<file path="src/rtl/reg_inc_sequencer_if.sv">
// Command and register-bank bus between a host controller and reg_inc_sequencer.
// The host drives the command/abort side; the sequencer drives the strobes,
// the shared data_in value and the status flags.
interface reg_inc_sequencer_if #(
    parameter int DATA_WIDTH = 8,
    parameter int NUM_REGS   = 4,
    parameter int SEL_W      = 2
);
    // Command handshake
    logic                  cmd_valid;
    logic                  cmd_ready;
    logic [1:0]            cmd_op;
    logic [SEL_W-1:0]      cmd_sel;
    logic [DATA_WIDTH-1:0] cmd_data;
    logic                  abort;

    // Register bank controls (one-hot strobes, shared data_in)
    logic [NUM_REGS-1:0]   reg_we;
    logic [NUM_REGS-1:0]   reg_clr;
    logic [NUM_REGS-1:0]   reg_inc;
    logic [DATA_WIDTH-1:0] reg_data;

    // Status
    logic                  busy;
    logic                  done;
    logic                  err;

    modport master (
        output cmd_valid, cmd_op, cmd_sel, cmd_data, abort,
        input  cmd_ready, reg_we, reg_clr, reg_inc, reg_data, busy, done, err
    );

    modport slave (
        input  cmd_valid, cmd_op, cmd_sel, cmd_data, abort,
        output cmd_ready, reg_we, reg_clr, reg_inc, reg_data, busy, done, err
    );
endinterface

</file>
<file path="src/rtl/reg_inc_sequencer.sv">
// Command-driven sequencer for a bank of incrementable registers.
// Accepts one LOAD / CLEAR / INC / INC_N command at a time and drives at most
// one register strobe per cycle, ending every command with a one-cycle done
// pulse (plus err when the selected register does not exist).
module reg_inc_sequencer #(
    parameter int DATA_WIDTH = 8,
    parameter int NUM_REGS   = 4,
    parameter int SEL_W      = 2
) (
    input  logic               clk,
    input  logic               rst,
    reg_inc_sequencer_if.slave bus
);

    localparam logic [1:0] OP_LOAD  = 2'b00;
    localparam logic [1:0] OP_CLEAR = 2'b01;
    localparam logic [1:0] OP_INC   = 2'b10;
    localparam logic [1:0] OP_INC_N = 2'b11;

    localparam logic [1:0] S_IDLE  = 2'd0;
    localparam logic [1:0] S_EXEC  = 2'd1;
    localparam logic [1:0] S_BURST = 2'd2;
    localparam logic [1:0] S_DONE  = 2'd3;

    logic [1:0]            state;
    logic [1:0]            op_q;
    logic [SEL_W-1:0]      sel_q;
    logic [DATA_WIDTH-1:0] count;
    logic [DATA_WIDTH-1:0] data_q;
    logic                  err_q;
    logic                  sel_ok;
    logic [NUM_REGS-1:0]   sel_onehot;

    assign sel_ok     = int'(bus.cmd_sel) < NUM_REGS;
    assign sel_onehot = NUM_REGS'(1) << sel_q;

    // Command capture, state sequencing and burst counting.
    // NOTE: registers are written with <= so every flop samples pre-edge values;
    // a blocking = here would let later statements see this cycle's updates.
    always_ff @(posedge clk or posedge rst) begin
        if (rst) begin
            state  <= S_IDLE;
            op_q   <= OP_LOAD;
            sel_q  <= '0;
            count  <= '0;
            data_q <= '0;
            err_q  <= 1'b0;
        end else begin
            case (state)
                S_IDLE: begin
                    if (bus.cmd_valid) begin
                        op_q  <= bus.cmd_op;
                        sel_q <= bus.cmd_sel;
                        err_q <= !sel_ok;
                        if (bus.cmd_op == OP_LOAD) data_q <= bus.cmd_data;
                        if (!sel_ok) begin
                            state <= S_DONE;
                        end else if (bus.cmd_op != OP_INC_N) begin
                            state <= S_EXEC;
                        end else if (bus.cmd_data == '0) begin
                            state <= S_DONE;
                        end else begin
                            state <= S_BURST;
                            count <= bus.cmd_data;
                        end
                    end
                end
                S_EXEC: state <= S_DONE;
                S_BURST: begin
                    if (bus.abort) begin
                        count <= '0;
                        state <= S_DONE;
                    end else begin
                        count <= count - DATA_WIDTH'(1);
                        if (count == DATA_WIDTH'(1)) state <= S_DONE;
                    end
                end
                S_DONE: begin
                    err_q <= 1'b0;
                    state <= S_IDLE;
                end
                default: state <= S_IDLE;
            endcase
        end
    end

    // Strobe and status decode from the registered state and captures.
    // abort is the single combinational input here: it masks the burst
    // increment in the very cycle it is sampled, so that cycle adds nothing.
    // NOTE: every output gets a default first so no path through the case
    // leaves a signal unassigned and infers a latch.
    always_comb begin
        bus.reg_we  = '0;
        bus.reg_clr = '0;
        bus.reg_inc = '0;
        case (state)
            S_EXEC: begin
                case (op_q)
                    OP_LOAD:  bus.reg_we  = sel_onehot;
                    OP_CLEAR: bus.reg_clr = sel_onehot;
                    default:  bus.reg_inc = sel_onehot;
                endcase
            end
            S_BURST: if (!bus.abort) bus.reg_inc = sel_onehot;
            default: ;
        endcase
    end

    assign bus.cmd_ready = (state == S_IDLE);
    assign bus.busy      = (state != S_IDLE);
    assign bus.done      = (state == S_DONE);
    assign bus.err       = (state == S_DONE) && err_q;
    assign bus.reg_data  = data_q;

endmodule

</file>
<file path="src/flat_wrapper.sv">
// flat-port wrapper written by rule: the top's interface ports become plain ports
module reg_inc_sequencer_flat 
#(
    parameter int DATA_WIDTH = 8,
    parameter int NUM_REGS   = 4,
    parameter int SEL_W      = 2
)
  (clk, rst, bus_cmd_valid, bus_cmd_op, bus_cmd_sel, bus_cmd_data, bus_abort, bus_cmd_ready, bus_reg_we, bus_reg_clr, bus_reg_inc, bus_reg_data, bus_busy, bus_done, bus_err);
  reg_inc_sequencer_if #(.DATA_WIDTH(DATA_WIDTH), .NUM_REGS(NUM_REGS), .SEL_W(SEL_W)) bus_i ();
  input  logic clk;
  input  logic rst;
  input wire logic [$bits(bus_i.cmd_valid)-1:0] bus_cmd_valid;
  input wire logic [$bits(bus_i.cmd_op)-1:0] bus_cmd_op;
  input wire logic [$bits(bus_i.cmd_sel)-1:0] bus_cmd_sel;
  input wire logic [$bits(bus_i.cmd_data)-1:0] bus_cmd_data;
  input wire logic [$bits(bus_i.abort)-1:0] bus_abort;
  output wire logic [$bits(bus_i.cmd_ready)-1:0] bus_cmd_ready;
  output wire logic [$bits(bus_i.reg_we)-1:0] bus_reg_we;
  output wire logic [$bits(bus_i.reg_clr)-1:0] bus_reg_clr;
  output wire logic [$bits(bus_i.reg_inc)-1:0] bus_reg_inc;
  output wire logic [$bits(bus_i.reg_data)-1:0] bus_reg_data;
  output wire logic [$bits(bus_i.busy)-1:0] bus_busy;
  output wire logic [$bits(bus_i.done)-1:0] bus_done;
  output wire logic [$bits(bus_i.err)-1:0] bus_err;
  assign bus_i.cmd_valid = bus_cmd_valid;
  assign bus_i.cmd_op = bus_cmd_op;
  assign bus_i.cmd_sel = bus_cmd_sel;
  assign bus_i.cmd_data = bus_cmd_data;
  assign bus_i.abort = bus_abort;
  assign bus_cmd_ready = bus_i.cmd_ready;
  assign bus_reg_we = bus_i.reg_we;
  assign bus_reg_clr = bus_i.reg_clr;
  assign bus_reg_inc = bus_i.reg_inc;
  assign bus_reg_data = bus_i.reg_data;
  assign bus_busy = bus_i.busy;
  assign bus_done = bus_i.done;
  assign bus_err = bus_i.err;
  reg_inc_sequencer #(.DATA_WIDTH(DATA_WIDTH), .NUM_REGS(NUM_REGS), .SEL_W(SEL_W)) u_core (.clk(clk), .rst(rst), .bus(bus_i));
endmodule
</file>
<file path="config.mk">
export PLATFORM = sky130hd
export DESIGN_NAME = reg_inc_sequencer_flat
export DESIGN_NICKNAME = d
export VERILOG_FILES = /design/src/rtl/reg_inc_sequencer_if.sv /design/src/rtl/reg_inc_sequencer.sv /design/src/flat_wrapper.sv
export SDC_FILE = /design/constraint.sdc
export NUM_CORES = 1
export LEC_CHECK = 0
export ABC_AREA = 1
export BUFFER_PORTS_ARGS = -buffer_cell sky130_fd_sc_hd__buf_2
export CAP_MARGIN = 20
export CORE_AREA = 4 4 44 84
export DETAILED_ROUTE_END_ITERATION = 6
export DIE_AREA = 0 0 48 88
export PLACE_DENSITY = 0.75
export SLEW_MARGIN = 20
export SYNTH_ARGS = -nofsm -noshare
export SYNTH_HDL_FRONTEND = slang
export SYNTH_SLANG_ARGS = --single-unit
</file>
<file path="constraint.sdc">
create_clock -name clk -period 2.1 [get_ports clk]
set_clock_uncertainty 0.15 [all_clocks]
set_input_delay 0.21 -clock clk [delete_from_list [all_inputs] [get_ports clk]]
set_output_delay 0.21 -clock clk [all_outputs]
set_load 0.005 [all_outputs]
</file>
==> impl_metrics.ini, run 1 <==
[flow_run]
cap_violations = 0

[setup_path]
r2r-start = u_core.state[1]$_DFFE_PP0P_
crit_type = flip-flop to primary output
slowest_delay_ns = 0.43
endpoint_kind = primary output
worst-r2r-cell-count = 6
regToRegEndpoint = u_core.bus.reg_data[7]$_DFFE_PP0P_
crit_path_max_fanout = 5
start_kind = flip-flop
reg2reg_slack_ns = 0.40
cpMaxStageDelayCell = dfrtp_1
crit_required_ns = 1.74
path_cells = inv_1 -> ha_2 -> clkinvlp_4 -> o21ai_2 -> nand2_1 -> nor2_1 -> buf_2
worst_ep_arrival_time_ns = 1.62

[cts]
clockBufferDepth = 2
cts_buffers = 3
tritoncts = done
clk_latency_ns = 0.26
cts_sinks = 22
clockRootBuffer = clkbuf_8
cts_max_level = 1
clk_pin_slew_ns = 0.08

[routing]
wirelength_microns = 3650
wl_per_cell_microns = 13.3
drt_iter0_markers = 40
drtPass1Iterations = 4
drc = 0
vias_per_cell = 5.10
ant_nets = 0
routed-via-count = 1398

[power]
cellLeakagePower_nw = 1.02
ir_worst_vdd_uv = 698
finalPower_w = 0.00242
p_per_area_nw_per_um2 = 1360

[timing]
finalCritPeriodShare_pct = 94.3
period_minus_slack_ns = 1.98
rsz0062_at_grt = no
maxSlewViolCount = 0
tns_ns = 0
whs_ns = 0.00392
timing.final.ws_setup_ns = 0.119
max_freq_ghz = 0.505
finalHoldViolCount = 0
setup_viol = 0

[floorplan]
rows = 28
die_h_microns = 88
core_sq_um = 3010
fp.dieArea_sq_um = 4220
ioPinCount = 40
start_util_pct = 48.4
die_w_microns = 48

[layout]
multi_input_area_sq_um = 774
fillers = 285
diodes = 0
fin_nets = 268
area_growth_pct = 22.6
drive_above_1_share_pct = 29.1
register_area_sq_um = 551

[outcome]
status = finished, final reports clean

[global_route]
grt_pass1_wl_microns = 5530
grt_overflow = 0
antenna_found_initial = 0
grt_max_degree = 23
grt.total_usage_pct = 18.5
grt_pass1_vias = 1255

[worst_hold_path]
hold_depth = 3
hold_path.class = input pin to flip-flop
min-delay-start = bus_cmd_sel[0]
hold_end = u_core.sel_q[0]$_DFFE_PP0P_

[yosys]
synth.cell_area_sq_um = 1460
synth.net_count = 219
syn_area_per_cell_sq_um = 7.44
ys_warn_count = 0
synthCells = 196
yosysUniqueCellTypes = 25
yosysSeqAreaShare_pct = 37.8
synth-seq-cells = 22

[placed_design]
port_buffers = 38
dp_hpwl_microns = 2880
dpl_worst_slack_ns = 0.344
gp_congestion = 0.927
placed cells by master (no fill, tap or decap), drive strengths merged:
cell type	n
a21oi	1
and2b	1
buf	45
clkbuf	4
clkinvlp	2
conb	1
dfrtp	22
dlygate4sd3	1
ha	7
inv	27
mux2	3
nand2	64
nand3	14
nor2	22
nor3	8
o21ai	18
o22ai	4
worst max-delay path by stage:
stage | start | to | slack (ns) | cells after the start
6_report | u_core.state[1]$_DFFE_PP0P_ | bus_reg_inc[0] | 0.12 | 7
3_3_place_gp | u_core.state[0]$_DFFE_PP0P_ | bus_reg_inc[1] | 0.39 | 9
2_1_floorplan | u_core.state[0]$_DFFE_PP0P_ | bus_reg_inc[0] | 0.51 | 9
4_1_cts | u_core.state[0]$_DFFE_PP0P_ | bus_reg_inc[0] | 0.05 | 9
3_5_place_dp | u_core.state[0]$_DFFE_PP0P_ | bus_reg_inc[0] | 0.34 | 9
5_1_grt | u_core.state[1]$_DFFE_PP0P_ | bus_reg_inc[0] | 0.02 | 7
state kept, by name, indices dropped and copies added, names as in the netlist:
name                 flops
u_core.bus.reg_data      8
u_core.count             8
u_core.op_q              2
u_core.sel_q             2
u_core.state             2
metrics by stage:
stage               instances  area, sq um  utilization, %
floorplan                 196         1460               -
global placement          263         1670            55.4
detailed placement        263         1670            55.4
CTS                       268         1740            57.6
global route              274         1790            59.3
finish                    274         1790            59.3
power by group:
group / switching, W / leakage (nW) / total [W] / internal, W
clock: 0.000140 / 0.0288 / 0.000307 / 0.000167
combinational: 0.000789 / 0.721 / 0.00132 / 0.000534
sequential: 0.000167 / 0.272 / 0.000794 / 0.000626
cell type report:
type | count | share of cell area, %
Clock buffer | 4 | 3.08
Inverter | 28 | 6.23
Multi-Input combinational cell | 143 | 43.3
Sequential cell | 22 | 30.8
Tap cell | 30 | 2.10
Timing Repair Buffer | 46 | 14.1
Timing Repair inverter | 1 | 0.280
timing repair:
| item | 4_1_cts | 5_1_grt |
|---|---|---|
| buffers inserted | 0 | 5 |
| hold buffers | 1 | 0 |
| endpoints found under the hold margin | 22 | 0 |
| gates resized for setup | 0 | 4 |
| setup endpoints to repair | 0 | 4 |
metal layers:
layer	track usage, %	up-vias	wire length, microns
met5	0	-	0
met4	7.60	0	107
met3	1.85	9	135
met2	35.6	40	2140
met1	18.0	636	1270
li1	-	713	-
synthesized netlist by cell type:
master	n	share of area, %
nand3_1	14	4.8
nand2_2	2	0.86
inv_1	25	6.4
nor2_8	1	1.4
dfrtp_1	22	38
buf_4	1	0.52
inv_2	1	0.26
and2b_1	1	0.52
a21oi_1	1	0.34
ha_1	7	6.0
o22ai_1	4	1.7
nor2_1	18	4.6
nand2_4	3	2.3
inv_4	1	0.43
conb_1	1	0.26
buf_6	2	1.5
o21ai_1	7	2.4
mux2_4	3	3.1
nor2_4	2	1.5
clkinv_1	1	0.26
nand2_1	59	15
nor3_1	8	2.7
o21ai_0	8	2.7
nor2_2	1	0.43
o21ai_2	3	1.8
worst max-delay path, delay by kind of cell, from the launching register on:
family	cells	cell delay (ns)
adder cells (fa/ha/maj)	1	0.23
buffers and inverters	3	0.37
flip-flops	1	0.43
AND/OR/NAND/NOR	2	0.21
AO/OA/AOI/OAI	1	0.12
cell families (layout without fill, tap and decap cells):
group	count (synthesis)	in the layout	share of synthesized area, %
multiplexers	3	3	3.09
other	1	1	0.257
AO/OA/AOI/OAI	23	23	9.01
adder cells (fa/ha/maj)	7	7	6.01
buffers and inverters	31	79	9.44
AND/OR/NAND/NOR	109	109	34.4
flip-flops	22	22	37.8
(Power assumes the default switching activity.)
==> run 2, diff against run 1 <==
CORE_AREA = 4 4 70 53   (was 4 4 44 84)
DIE_AREA = 0 0 74 57   (was 0 0 48 88)
PLACE_DENSITY = 0.76   (was 0.75)
==> run 2 against run 1 <==
The flow now finishes with violations (DRC). Critical path depth fell by 1. Final cell count rose by 1.8%. Hold slack improved by 0.0044 ns. Maximum frequency rose by 0.43%. Critical endpoint is now bus_reg_clr[2]. Die area fell by 0.14%. Clock power fell by 5%. Critical path type unchanged. Largest cell class unchanged. Design area did not move.
==> impl_metrics.ini, run 2 (synthesis results as in run 1) <==
[cts]
cts_buffers = 3
cts_max_level = 1
clk_latency_ns = 0.26
clockRootBuffer = clkbuf_8
clk_pin_slew_ns = 0.07
clockBufferDepth = 2
cts_sinks = 22
tritoncts = done

[setup_path]
path_cells = inv_1 -> ha_1 -> clkinvlp_4 -> buf_12 -> nor3_1 -> buf_2
slowest_delay_ns = 0.41
start_kind = flip-flop
worst_ep_arrival_time_ns = 1.61
cp_num_buf_inv = 4
path_delay_family = buffers and inverters
endpoint_kind = primary output
crit_path_max_fanout = 8
cpMaxStageDelayCell = dfrtp_1
crit_required_ns = 1.74
crit_type = flip-flop to primary output

[global_route]
use_met3_pct = 4.40
grt_pass1_wl_microns = 5370
use_met2_pct = 25.5
grt.total_usage_pct = 16.5
grt_max_degree = 23
grt_use_met1_pct = 23.3
grt_overflow = 0
grt.busiest_layer = met2
antenna_found_initial = 0
grt_pass1_vias = 1182

[power]
p_sw_w = 0.00108
intPower_w = 0.00135
finalPower_w = 0.00243
p_per_area_nw_per_um2 = 1360
ir_worst_vdd_uv = 558
pwr-share-clk_pct = 12.0
comb_power_share_pct = 55.5
switching_share_pct = 44.5
cellLeakagePower_nw = 1.02
seqPwrFrac_pct = 32.5

[timing]
finalHoldViolCount = 0
period_minus_slack_ns = 1.97
finalCritPeriodShare_pct = 93.9
maxSlewViolCount = 0
setup_viol = 0
tns_ns = 0
max_freq_ghz = 0.507

[layout]
fin_nets = 265
register_area_sq_um = 551
multi_input_area_sq_um = 772
final_cell_mix = nand2_1 (59), buf_2 (38), inv_1 (24), dfrtp_1 (22), nor2_1 (18)
area_growth_pct = 22.6
stdcell_area_sq_um = 1790
diodes = 0
fin_util_pct = 58.7
layout_commonest_cell = nand2_1
fillers = 287
drive_above_1_share_pct = 27.8

[floorplan]
die_w_microns = 74
start_util_pct = 47.9
ioPinCount = 40
rows = 17
core_sq_um = 3040
die_h_microns = 57
fp.dieArea_sq_um = 4220

[placed_design]
place_area_sq_um = 1680
port_buffers = 38
gp_congestion = 0.884
dp_hpwl_microns = 2670

[routing]
wirelength_microns = 3470
drt_iter0_markers = 66
ant_nets = 0
vias_per_cell = 4.99
drc = 4
wl_per_cell_microns = 12.4
routed-via-count = 1392
drtPass1Iterations = 7

[outcome]
status = finished with violations
violations = DRC

[worst_hold_path]
hold_path.class = input pin to flip-flop

[flow_run]
cap_violations = 0
-- run 2: worst paths after layout --
path,start,endpoint,slack (ns),depth (start not counted)
max in group asynchronous,rst,u_core.state[1]$_DFFE_PP0P_,1.20,4
min in group asynchronous,rst,u_core.op_q[0]$_DFFE_PP0P_,0.37,4
min,bus_cmd_sel[0],u_core.sel_q[0]$_DFFE_PP0P_,0.008,3
max,u_core.state[1]$_DFFE_PP0P_,bus_reg_clr[2],0.13,6
max reg2reg,u_core.state[1]$_DFFE_PP0P_,u_core.bus.reg_data[6]$_DFFE_PP0P_,0.34,6
min reg2reg,u_core.op_q[1]$_DFFE_PP0P_,u_core.op_q[1]$_DFFE_PP0P_,0.34,2
-- run 2: routing by layer --
metal / up-vias / part of all wire [%]
li1: 703 / -
met1: 639 / 46
met4: 0 / 0.61
met3: 5 / 7.1
met5: - / 0
met2: 45 / 46
-- run 2: timing repair --
action	CTS	global route
gates resized for setup	0	3
hold buffers	1	0
endpoints found under the setup margin	0	4
hold endpoints to repair	22	0
setup buffers	0	3
-- run 2: tightest hold or removal path, cell delays in order --
cell and delay [ns]:
buf_2 0.08, nand2_1 0.04, o21ai_0 0.06
-- run 2: cell type report --
type | count | share of cell area [%]
Sequential cell | 22 | 30.8
Multi-Input combinational cell | 143 | 43.2
Inverter | 28 | 6.23
Timing Repair Buffer | 44 | 14.0
Tap cell | 38 | 2.66
Clock buffer | 4 | 3.08
-- run 2: power groups by stage --
stage / logic [W] / clock network (W) / registers [W]
CTS: 0.00125 / 0.000304 / 0.000789
global placement: 0.00121 / 0 / 0.000794
global route: 0.00152 / 0.000325 / 0.000816
finish: 0.00135 / 0.000292 / 0.000790
floorplan: 0.000897 / 0 / 0.000773
detailed placement: 0.00123 / 0 / 0.000797
-- run 2: stage by stage --
step,hold WS (ns),setup WS (ns),cells
after floorplan,0.0492,0.507,196
final,0.00833,0.128,279
after global routing,0.00353,-0.0263,279
after CTS,0.00306,0.0341,276
after detailed placement,0.111,0.345,271
after global placement,0.111,0.397,271
